File: config.mk
export PLATFORM = sky130hd
export DESIGN_NAME = vend_txn_ctrl
export DESIGN_NICKNAME = d
export VERILOG_FILES = /design/src/rtl/vend_txn_ctrl_pkg.sv /design/src/rtl/vend_txn_ctrl_timer.sv /design/src/rtl/vend_txn_ctrl.sv
export SDC_FILE = /design/constraint.sdc
export NUM_CORES = 1
export LEC_CHECK = 0
export ABC_AREA = 1
export CAP_MARGIN = 20
export CORE_MARGIN = 3
export CORE_UTILIZATION = 56
export CTS_BUF_LIST = sky130_fd_sc_hd__clkbuf_16
export CTS_CLUSTER_SIZE = 40
export DETAILED_ROUTE_END_ITERATION = 6
export MAX_ROUTING_LAYER = met4
export PLACE_DENSITY = 0.85
export SYNTH_ARGS = -nofsm -noshare
export SYNTH_HDL_FRONTEND = slang
export SYNTH_SLANG_ARGS = --single-unit
File: constraint.sdc
create_clock -name clk -period 2.84 [get_ports clk]
set_input_delay 0.284 -clock clk [delete_from_list [all_inputs] [get_ports clk]]
set_output_delay 0.284 -clock clk [all_outputs]
set_load 0.02 [all_outputs]
File: src/rtl/vend_txn_ctrl_pkg.sv
// Shared types and constants for the ticket vending transaction sequencer.
package vend_txn_ctrl_pkg;

   localparam int unsigned DATA_W   = 8;
   localparam int unsigned TICKET_W = 2;
   localparam int unsigned STATE_W  = 4;

   localparam logic [DATA_W-1:0] DEF_PRICE0 = 8'd20;
   localparam logic [DATA_W-1:0] DEF_PRICE1 = 8'd30;
   localparam logic [DATA_W-1:0] DEF_PRICE2 = 8'd50;
   localparam logic [DATA_W-1:0] DEF_PRICE3 = 8'd100;

   localparam int unsigned DEF_TIMEOUT_CYC = 1000;
   localparam int unsigned DEF_SUM_WDOG    = 15;

   typedef enum logic [STATE_W-1:0] {
      ST_IDLE      = 4'd0,
      ST_CLEAR     = 4'd1,
      ST_WAIT_COIN = 4'd2,
      ST_ISSUE     = 4'd3,
      ST_WAIT_SUM  = 4'd4,
      ST_CHECK     = 4'd5,
      ST_DISPENSE  = 4'd6,
      ST_REFUND    = 4'd7,
      ST_FAULT     = 4'd8
   } state_t;

endpackage

File: src/rtl/vend_txn_ctrl_timer.sv
// Up-counter cleared by load, saturating at TERMINAL; tc_c flags the terminal count.
module vend_timer #(
   parameter int unsigned WIDTH    = 8,
   parameter int unsigned TERMINAL = 255
) (
   input  logic clk,
   input  logic rst,
   input  logic load,
   input  logic en,
   output logic tc_c
);

   logic [WIDTH-1:0] count;

   assign tc_c = (count >= WIDTH'(TERMINAL));

   always_ff @(posedge clk or posedge rst) begin
      if (rst) begin
         count <= '0;
      end else if (load) begin
         count <= '0;
      end else if (en && !tc_c) begin
         count <= count + WIDTH'(1);
      end
   end

endmodule

File: src/rtl/vend_txn_ctrl.sv
// Ticket vending transaction sequencer: drives the sum_coins accumulator,
// compares the running total against the selected price, and issues dispense/refund.
module vend_txn_ctrl
   import vend_txn_ctrl_pkg::*;
#(
   parameter logic [DATA_W-1:0] PRICE0      = DEF_PRICE0,
   parameter logic [DATA_W-1:0] PRICE1      = DEF_PRICE1,
   parameter logic [DATA_W-1:0] PRICE2      = DEF_PRICE2,
   parameter logic [DATA_W-1:0] PRICE3      = DEF_PRICE3,
   parameter int unsigned       TIMEOUT_CYC = DEF_TIMEOUT_CYC,
   parameter int unsigned       SUM_WDOG    = DEF_SUM_WDOG
) (
   input  logic                clk,
   input  logic                rst,
   input  logic                sel_valid,
   input  logic [TICKET_W-1:0] ticket_sel,
   input  logic                coin_valid,
   input  logic [DATA_W-1:0]   coin_value,
   output logic                coin_ready,
   output logic                coin_reject,
   input  logic                cancel,
   output logic                sum_frt_fg,
   output logic                sum_in_rdy,
   output logic [DATA_W-1:0]   sum_data,
   output logic                sum_out_rdy,
   input  logic [DATA_W-1:0]   sum_data_out,
   input  logic                sum_state_cmp,
   output logic                dispense,
   output logic [TICKET_W-1:0] ticket_id,
   output logic                change_valid,
   output logic [DATA_W-1:0]   change_amt,
   output logic                refund_valid,
   output logic [DATA_W-1:0]   refund_amt,
   output logic                busy,
   output logic                fault
);

   // Timeout terminal is one less than TIMEOUT_CYC so refund lands exactly TIMEOUT_CYC cycles after a coin.
   localparam int unsigned TO_W = $clog2(TIMEOUT_CYC);
   localparam int unsigned WD_W = $clog2(SUM_WDOG + 2);

   state_t              state, next_state;
   logic [DATA_W-1:0]   total_q, total_d;
   logic [DATA_W-1:0]   price_q, price_d;
   logic [TICKET_W-1:0] ticket_d;
   logic [DATA_W-1:0]   sum_data_d;
   logic                cancel_pend_q, cancel_pend_d;
   logic                coin_ready_d, coin_reject_d, sum_in_rdy_d;
   logic [DATA_W-1:0]   price_lut_c;
   logic [DATA_W:0]     coin_sum_c;
   logic                to_tc_c, wd_tc_c, to_load, wd_load, wd_en;

   assign coin_sum_c = {1'b0, total_q} + {1'b0, coin_value};

   always_comb begin
      case (ticket_sel)
         2'd0:    price_lut_c = PRICE0;
         2'd1:    price_lut_c = PRICE1;
         2'd2:    price_lut_c = PRICE2;
         default: price_lut_c = PRICE3;
      endcase
   end

   assign to_load = (state == ST_CLEAR) || ((state == ST_WAIT_COIN) && (next_state == ST_ISSUE));
   assign wd_load = (state == ST_ISSUE);
   assign wd_en   = (state == ST_WAIT_SUM);

   vend_timer #(.WIDTH(TO_W), .TERMINAL(TIMEOUT_CYC - 1)) u_timeout (
      .clk(clk), .rst(rst), .load(to_load), .en(1'b1), .tc_c(to_tc_c)
   );

   vend_timer #(.WIDTH(WD_W), .TERMINAL(SUM_WDOG + 1)) u_sum_wdog (
      .clk(clk), .rst(rst), .load(wd_load), .en(wd_en), .tc_c(wd_tc_c)
   );

   // Next-state and datapath decisions; registered outputs follow the chosen next state.
   always_comb begin
      next_state    = state;
      total_d       = total_q;
      price_d       = price_q;
      ticket_d      = ticket_id;
      sum_data_d    = sum_data;
      cancel_pend_d = cancel_pend_q;
      coin_ready_d  = 1'b0;
      coin_reject_d = 1'b0;
      sum_in_rdy_d  = 1'b0;

      case (state)
         ST_IDLE: begin
            if (sel_valid) begin
               price_d    = price_lut_c;
               ticket_d   = ticket_sel;
               total_d    = '0;
               next_state = ST_CLEAR;
            end
         end
         ST_CLEAR: next_state = ST_WAIT_COIN;
         ST_WAIT_COIN: begin
            if (cancel) begin
               next_state = ST_REFUND;
            end else if (coin_valid && !coin_sum_c[DATA_W]) begin
               coin_ready_d = 1'b1;
               sum_data_d   = coin_value;
               next_state   = ST_ISSUE;
            end else if (to_tc_c) begin
               next_state = ST_REFUND;
            end else if (coin_valid) begin
               // Skip a cycle after each reject so a held coin yields distinct pulses.
               coin_reject_d = !coin_reject;
            end
         end
         ST_ISSUE: begin
            sum_in_rdy_d = 1'b1;
            next_state   = ST_WAIT_SUM;
         end
         ST_WAIT_SUM: begin
            total_d = sum_data_out;
            if (cancel) cancel_pend_d = 1'b1;
            if (sum_state_cmp) begin
               next_state = ST_CHECK;
            end else if (wd_tc_c) begin
               next_state = ST_FAULT;
            end
         end
         ST_CHECK: begin
            if (cancel_pend_q) begin
               next_state = ST_REFUND;
            end else if (total_q >= price_q) begin
               next_state = ST_DISPENSE;
            end else begin
               next_state = ST_WAIT_COIN;
            end
         end
         ST_DISPENSE: next_state = ST_IDLE;
         ST_REFUND: begin
            cancel_pend_d = 1'b0;
            next_state    = ST_IDLE;
         end
         ST_FAULT: next_state = ST_FAULT;
         default:  next_state = ST_IDLE;
      endcase
   end

   always_ff @(posedge clk or posedge rst) begin
      if (rst) begin
         state         <= ST_IDLE;
         total_q       <= '0;
         price_q       <= '0;
         cancel_pend_q <= 1'b0;
         ticket_id     <= '0;
         sum_data      <= '0;
         coin_ready    <= 1'b0;
         coin_reject   <= 1'b0;
         sum_frt_fg    <= 1'b0;
         sum_in_rdy    <= 1'b0;
         sum_out_rdy   <= 1'b0;
         dispense      <= 1'b0;
         change_valid  <= 1'b0;
         change_amt    <= '0;
         refund_valid  <= 1'b0;
         refund_amt    <= '0;
         busy          <= 1'b0;
         fault         <= 1'b0;
      end else begin
         state         <= next_state;
         total_q       <= total_d;
         price_q       <= price_d;
         cancel_pend_q <= cancel_pend_d;
         ticket_id     <= ticket_d;
         sum_data      <= sum_data_d;
         coin_ready    <= coin_ready_d;
         coin_reject   <= coin_reject_d;
         sum_in_rdy    <= sum_in_rdy_d;
         sum_frt_fg    <= (next_state == ST_CLEAR);
         sum_out_rdy   <= (next_state == ST_WAIT_SUM);
         dispense      <= (next_state == ST_DISPENSE);
         change_valid  <= (next_state == ST_DISPENSE);
         change_amt    <= (next_state == ST_DISPENSE) ? DATA_W'(total_q - price_q) : '0;
         refund_valid  <= (next_state == ST_REFUND);
         refund_amt    <= (next_state == ST_REFUND) ? total_q : '0;
         busy          <= (next_state != ST_IDLE);
         fault         <= (next_state == ST_FAULT);
      end
   end

endmodule
# Yosys cells after proc, flatten, opt, wreduce, memory -nomap -nowiden
# Index checks and enable logic that the tools add are counted.
[word_totals]
register_bits = 71
input_bits = 24
out_inout_bits = 36
elab_cells = 91
[classes]
add_sub_neg = 4
n_lt_le_gt_ge = 3
n_eq_ne = 18
muxes = 29
bitwise = 1
reduce_logical = 17
[op_table]
columns = ["cell", "count"]
rows = [
  ["one-hot mux 4 bit (7 select lines)", 1],
  ["equality test 4 x 3 -> 1 bit (second input constant)", 6],
  ["two-way mux 4 bit", 6],
  ["two-way mux 8 bit", 3],
  ["one-hot mux 7 bit (3 select lines)", 1],
  ["two-way mux 10 bit", 2],
  ["one-hot mux 8 bit (2 select lines)", 1],
  ["equality test 4 x 2 -> 1 bit (second input constant)", 3],
  ["adder 10 x 1 -> 10 bit (second input constant)", 1],
  ["greater-or-equal comparator 10 bit (second input constant)", 1],
  ["two-way mux 1 bit", 10],
  ["two-way mux 5 bit", 2],
  ["adder 8 x 8 -> 9 bit", 1],
  ["equality test 4 x 1 -> 1 bit (second input constant)", 2],
  ["equality test 4 bit (second input constant)", 2],
  ["greater-or-equal comparator 8 bit", 1],
  ["subtractor 8 bit", 1],
  ["two-way mux 3 bit", 2],
  ["AND reduction 2 bit", 3],
  ["nonzero test 2 bit", 3],
  ["adder 5 x 1 -> 5 bit (second input constant)", 1],
  ["greater-or-equal comparator 5 bit (second input constant)", 1],
  ["logical NOT 4 bit", 1],
  ["!= test 2 bit (second input constant)", 2],
  ["other kinds (11)", 15],
]

# Logic depth before layout (Yosys ltp)
[logic_depth]
word_depth = 10
ltp_mapped = 13
mapped_depth_nobuf = 13

# Cells and area by module
# Synthesis repeated with hierarchy kept, for this count alone.
[hier_totals]
hier_cells = 407
area_unflattened_um2 = 3572.2
[by_module_without_submodules]
columns = ["mod", "instances", "cells_each", "area_each_um2", "seq_area_each_um2"]
rows = [
  ["vend_txn_ctrl", 1, 277, 2605.0, 1351.3],
  ["vend_timer at u_timeout", 1, 98, 705.7, 250.2],
  ["vend_timer at u_sum_wdog", 1, 32, 261.5, 125.1],
]

# Least setup slack after synthesis
# No wires, ideal clock.
[synth_path]
path_kind = "register to register"
from = "register total_q[1]"
to = "register change_amt[7]"
setup_ps = 120
arrival_ps = 1680
required_time_ps = 2720
path_slack_ps = 1040
stages_incl_launch_ff = 11
n_path_buf = 0
period_less_slack_ps = 1800
path_cell_list = "dfrtp_1 > inv_1 > ha_1 > inv_1 > fa_1 > nand3_1 > nand2_1 > a21o_1 > a21oi_1 > xor2_1 > nor2_2"
[synth_between]
elab_chain_cells = 8
word_cells_on_any_way = 12
classes_between = "add/sub: 2; order compare: 1; eq/ne: 1; mux: 6; reduce/logical: 2"
[synth_rtl]
columns = ["item", "line", "text"]
rows = [
  ["start, declared", "vend_txn_ctrl.sv:43", "logic [DATA_W-1:0] total_q, total_d;"],
  ["start signal, assigned", "vend_txn_ctrl.sv:166", "total_q <= total_d;"],
  ["adder 8 x 8 -> 9 bit", "vend_txn_ctrl.sv:53", "assign coin_sum_c = {1'b0, total_q} + {1'b0, coin_value};"],
  ["logical NOT 1 bit", "vend_txn_ctrl.sv:101", "end else if (coin_valid && !coin_sum_c[DATA_W]) begin"],
  ["logical AND 1 bit", "vend_txn_ctrl.sv:101", ""],
  ["two-way mux 4 bit", "vend_txn_ctrl.sv:101", ""],
  ["two-way mux 4 bit", "vend_txn_ctrl.sv:99", "if (cancel) begin"],
  ["one-hot mux 4 bit (7 select lines)", "vend_txn_ctrl.sv:88", "case (state)"],
  ["equality test 4 x 3 -> 1 bit", "vend_txn_ctrl.sv:178", "change_amt <= (next_state == ST_DISPENSE) ? DATA_W'(total_q - price_q) : '0;"],
  ["two-way mux 8 bit *", "vend_txn_ctrl.sv:178", ""],
  ["end signal, assigned", "vend_txn_ctrl.sv:178", ""],
  ["end, declared", "vend_txn_ctrl.sv:31", "output logic [DATA_W-1:0] change_amt,"],
]
# Every way passes the cells marked *; elsewhere a longest branch is shown, timed or not.
# A chain may end at the register's enable or synchronous reset.

# Final worst setup path
# Same ends and word-level chain as after synthesis.

==> impl_metrics.csv <==
group,metric,value,unit
outcome,status,"finished, final reports clean",
clock_tree,cts_root_buffer,"clkbuf_16",
clock_tree,tritoncts,"yes",
synth,synth_fp_nets,395,
drt,post_drt_wl_per_cell,15.0,um
clock_tree,holdBufCountCts,0,
clock_tree,numCtsBuffers,9,
drt,wl_met3,379,um
drt,drt_first_iter_violations,146,
timing,slew_headroom,0.558,
drt,viasPerCell,5.29,
worst_setup_path,startpoint_type,"register",
synth,ys_top_cells_by_count,"82 x nand2_1, 69 x dfrtp_1, 41 x inv_1",
clock_tree,clkLatencyLatePin,0.33,ns
synth,synthArstFlopShare,1.00,
clock_tree,clock-sinks,69,
timing,hold_violations,0,
worst_setup_path,required,3.06,ns
placement,dpl.hpwl,5610,um
synth,synth_top_family_by_area,"simple AND/OR/NAND/NOR gates",
synth,synth_edf_count,0,
drt,met2_length,3950,um
drt,first_pass_iters,4,
global_route,overflow,0,
timing,drv_slew,0,
clock_tree,clockBufferDepth,2,
synth,synth_compound_area_frac,0.0693,
synth,yosys_register_bits,69,
synth,synthCells,350,
worst_setup_path,critPathSlowestCell,"fa_1",
synth,synth_cell_type_count,33,
power_and_ir_drop,clkPwrFrac,0.244,
synth,synth_top_cell_by_area,"dfrtp_1",
cells_and_area,antenna_cells,0,
die,rows,27,
power_and_ir_drop,peakVddDrop,737,uV
worst_setup_path,cp-end-kind,"register",
timing,fin_ws,0.815,ns
worst_setup_path,cp_top_family,"adder cells",
power_and_ir_drop,leakage,2.14,nW
synth,synth.most_common_cell,"nand2_1",
worst_setup_path,worst_path_most_repeated_cell,"inv_1",
die,coreArea,5610,um^2
synth,yosys.area.top_type_share,0.526,
clock_tree,htree_levels,3,
power_and_ir_drop,power_density,1090,nW/um^2
synth,synth-adder-area-share,0.0823,
drt,drtAntennaViolNets,0,
timing,setup-tns-final,0,ns
die,dieArea,6820,um^2
placement,io_buffers,59,
cells_and_area,nNetsFinal,465,
global_route,grt_pass1_vias,2646,
drt,via_count,2628,
synth,synthMuxAreaShare,0,
die,die_w,82.6,um
synth,synth_seq_area_share,0.526,
placement,dpl_cell_area,3980,um^2
worst_setup_path,crit_chain,"inv_1 -> ha_1 -> inv_1 -> fa_1 -> nand3_1 -> nand2_1 -> a21o_1 -> a21oi_1 -> xor2_1 -> nor2_2",
synth,yosysWarnings,0,
synth,synth_xor_area_frac,0.0240,
die,die_y,82.6,um
timing,worstMarginPinSlew,0.662,ns
clock_tree,path_clk_slew,0.05,ns
placement,preCtsSetupSlack,0.624,ns
drt,drt-total-wl,7450,um
power_and_ir_drop,power_frac_seq,0.326,
worst_setup_path,path_buf_inv,2,
timing,post-route-min-period,2.03,ns
timing,rsz0062_at_grt,"false",
global_route,grt_pass1_wl,12300,um
synth,syn_area,3290,um^2
timing,min_period_over_period,0.713,
power_and_ir_drop,swShare,0.391,
synth,synth.area.top_cells,"dfrtp_1 53%, nand2_1 9.4%, ha_1 7.6%",
placement,place_congestion,0.793,
worst_setup_path,max_stage_delay,0.40,ns
synth,ys.flop_type,"dfrtp_1",
synth,yosys.area_share.simple,0.243,
power_and_ir_drop,p_switching,1.84,mW
worst_setup_path,crit_type,"reg -> reg",
timing,setup_violations,0,
global_route,antenna_found_initial,0,
drt,wl_met1,2940,um
die,start_util,0.586,
clock_tree,cts_resized,0,
cells_and_area,final_cell_area,4290,um^2
cells_and_area,drive_above_1_share,0.118,
flow_run,maxCapViolCount,0,
drt,drc,0,
power_and_ir_drop,p_int,2.85,mW
timing,fin_worst_skew,0.00504,ns
synth,postSynthAreaPerCell,9.39,um^2
drt,top_layer_used,"met4",
die,num_io_pins,60,
timing,fmax,494,MHz
cells_and_area,fillers,402,
clock_tree,post_cts_buffers,0,
global_route,grt_usage,0.253,
global_route,grt_max_degree,41,
worst_setup_path,cp.arrival,2.24,ns
power_and_ir_drop,combPwrFrac,0.430,
hold_path,min_path_type,"in -> async",
cells_and_area,area_delta_synth_final,30.4,%
worst_setup_path,crit_fanout,3,
## power by group through the flow
| stage | Combinational (mW) | Sequential, mW | Clock [mW] |
|---|---|---|---|
| after detailed placement | 2.00 | 1.54 | 0 |
| after CTS | 2.03 | 1.53 | 1.16 |
| after global routing | 2.25 | 1.56 | 1.21 |
| after global placement | 1.90 | 1.52 | 0 |
| final | 2.01 | 1.53 | 1.15 |
| after floorplan | 1.18 | 1.67 | 0 |
## worst register-to-register path, delay by kind of cell, from the launching register on
kind | cells | cell delay, ns
xor+xnor | 1 | 0.19
flops | 1 | 0.38
buf+inv | 2 | 0.20
simple gates | 3 | 0.23
compound gates | 2 | 0.34
fa+ha+maj | 2 | 0.57
## kinds of logic (layout without fill, tap and decap cells)
group                      Yosys count  count (layout)
adders and majority gates           21              21
DFF                                 69              69
xor gates and xnor gates             9               9
and+or+nand+nor                    161             161
AOI/OAI and AO/OA                   43              43
buffers and inverters               47             122
## sequential cells by signal (all words and copies together), names as in the netlist, 2 cells and up
signal / cells
change_amt: 8
price_q: 6
refund_amt: 8
state: 4
sum_data: 8
ticket_id: 2
total_q: 8
u_sum_wdog.count: 5
u_timeout.count: 10
## per-layer routing
metal,track usage,up-vias
li1,-,1258
met1,0.296,1278
met2,0.422,71
met3,0.0542,21
met4,0.106,0
met5,-,-
## worst paths after layout
kind,startpoint,to,slack [ns],cells past startpoint
worst min register to register,sum_data[4],sum_data[4],0.48,2
max in group asynchronous,rst,change_amt[7],1.82,3
worst min-delay path,rst,sum_data[4],0.38,2
worst max register to register,total_q[1],change_amt[7],0.81,10
min in group clk,sum_data[4],sum_data[4],0.48,2
worst max-delay path,total_q[1],change_amt[7],0.81,10
## per-stage QoR
step / hold WS, ns / std cells / util / power [mW]
6_report: 0.383 / 497 / 0.764 / 4.69
3_3_place_gp: 0.464 / 481 / 0.710 / 3.42
3_5_place_dp: 0.474 / 481 / 0.710 / 3.54
2_1_floorplan: 0.394 / 350 / - / 2.85
4_1_cts: 0.406 / 497 / 0.764 / 4.72
5_1_grt: 0.460 / 497 / 0.764 / 5.02
## cell usage in the layout (no fill, tap or decap), drive strengths merged, types with 6 or more instances in the layout
cell type	count
nand2	89
nand3	13
a21oi	16
nor2	41
xor2	6
dfrtp	69
nor3	8
o21ai	23
inv	47
clkdlybuf4s50	59
clkbuf	9
ha	20
## final cells by class
cell class,count,area (um^2),share of cell area
Sequential cell,69,1730,0.403
Multi-Input combinational cell,234,1380,0.321
Timing Repair Buffer,60,611,0.142
Clock buffer,9,225,0.0526
Inverter,46,175,0.0409
Tap cell,72,90.1,0.0210
Clock inverter,7,81.3,0.0190
(Power assumes the default switching activity.)
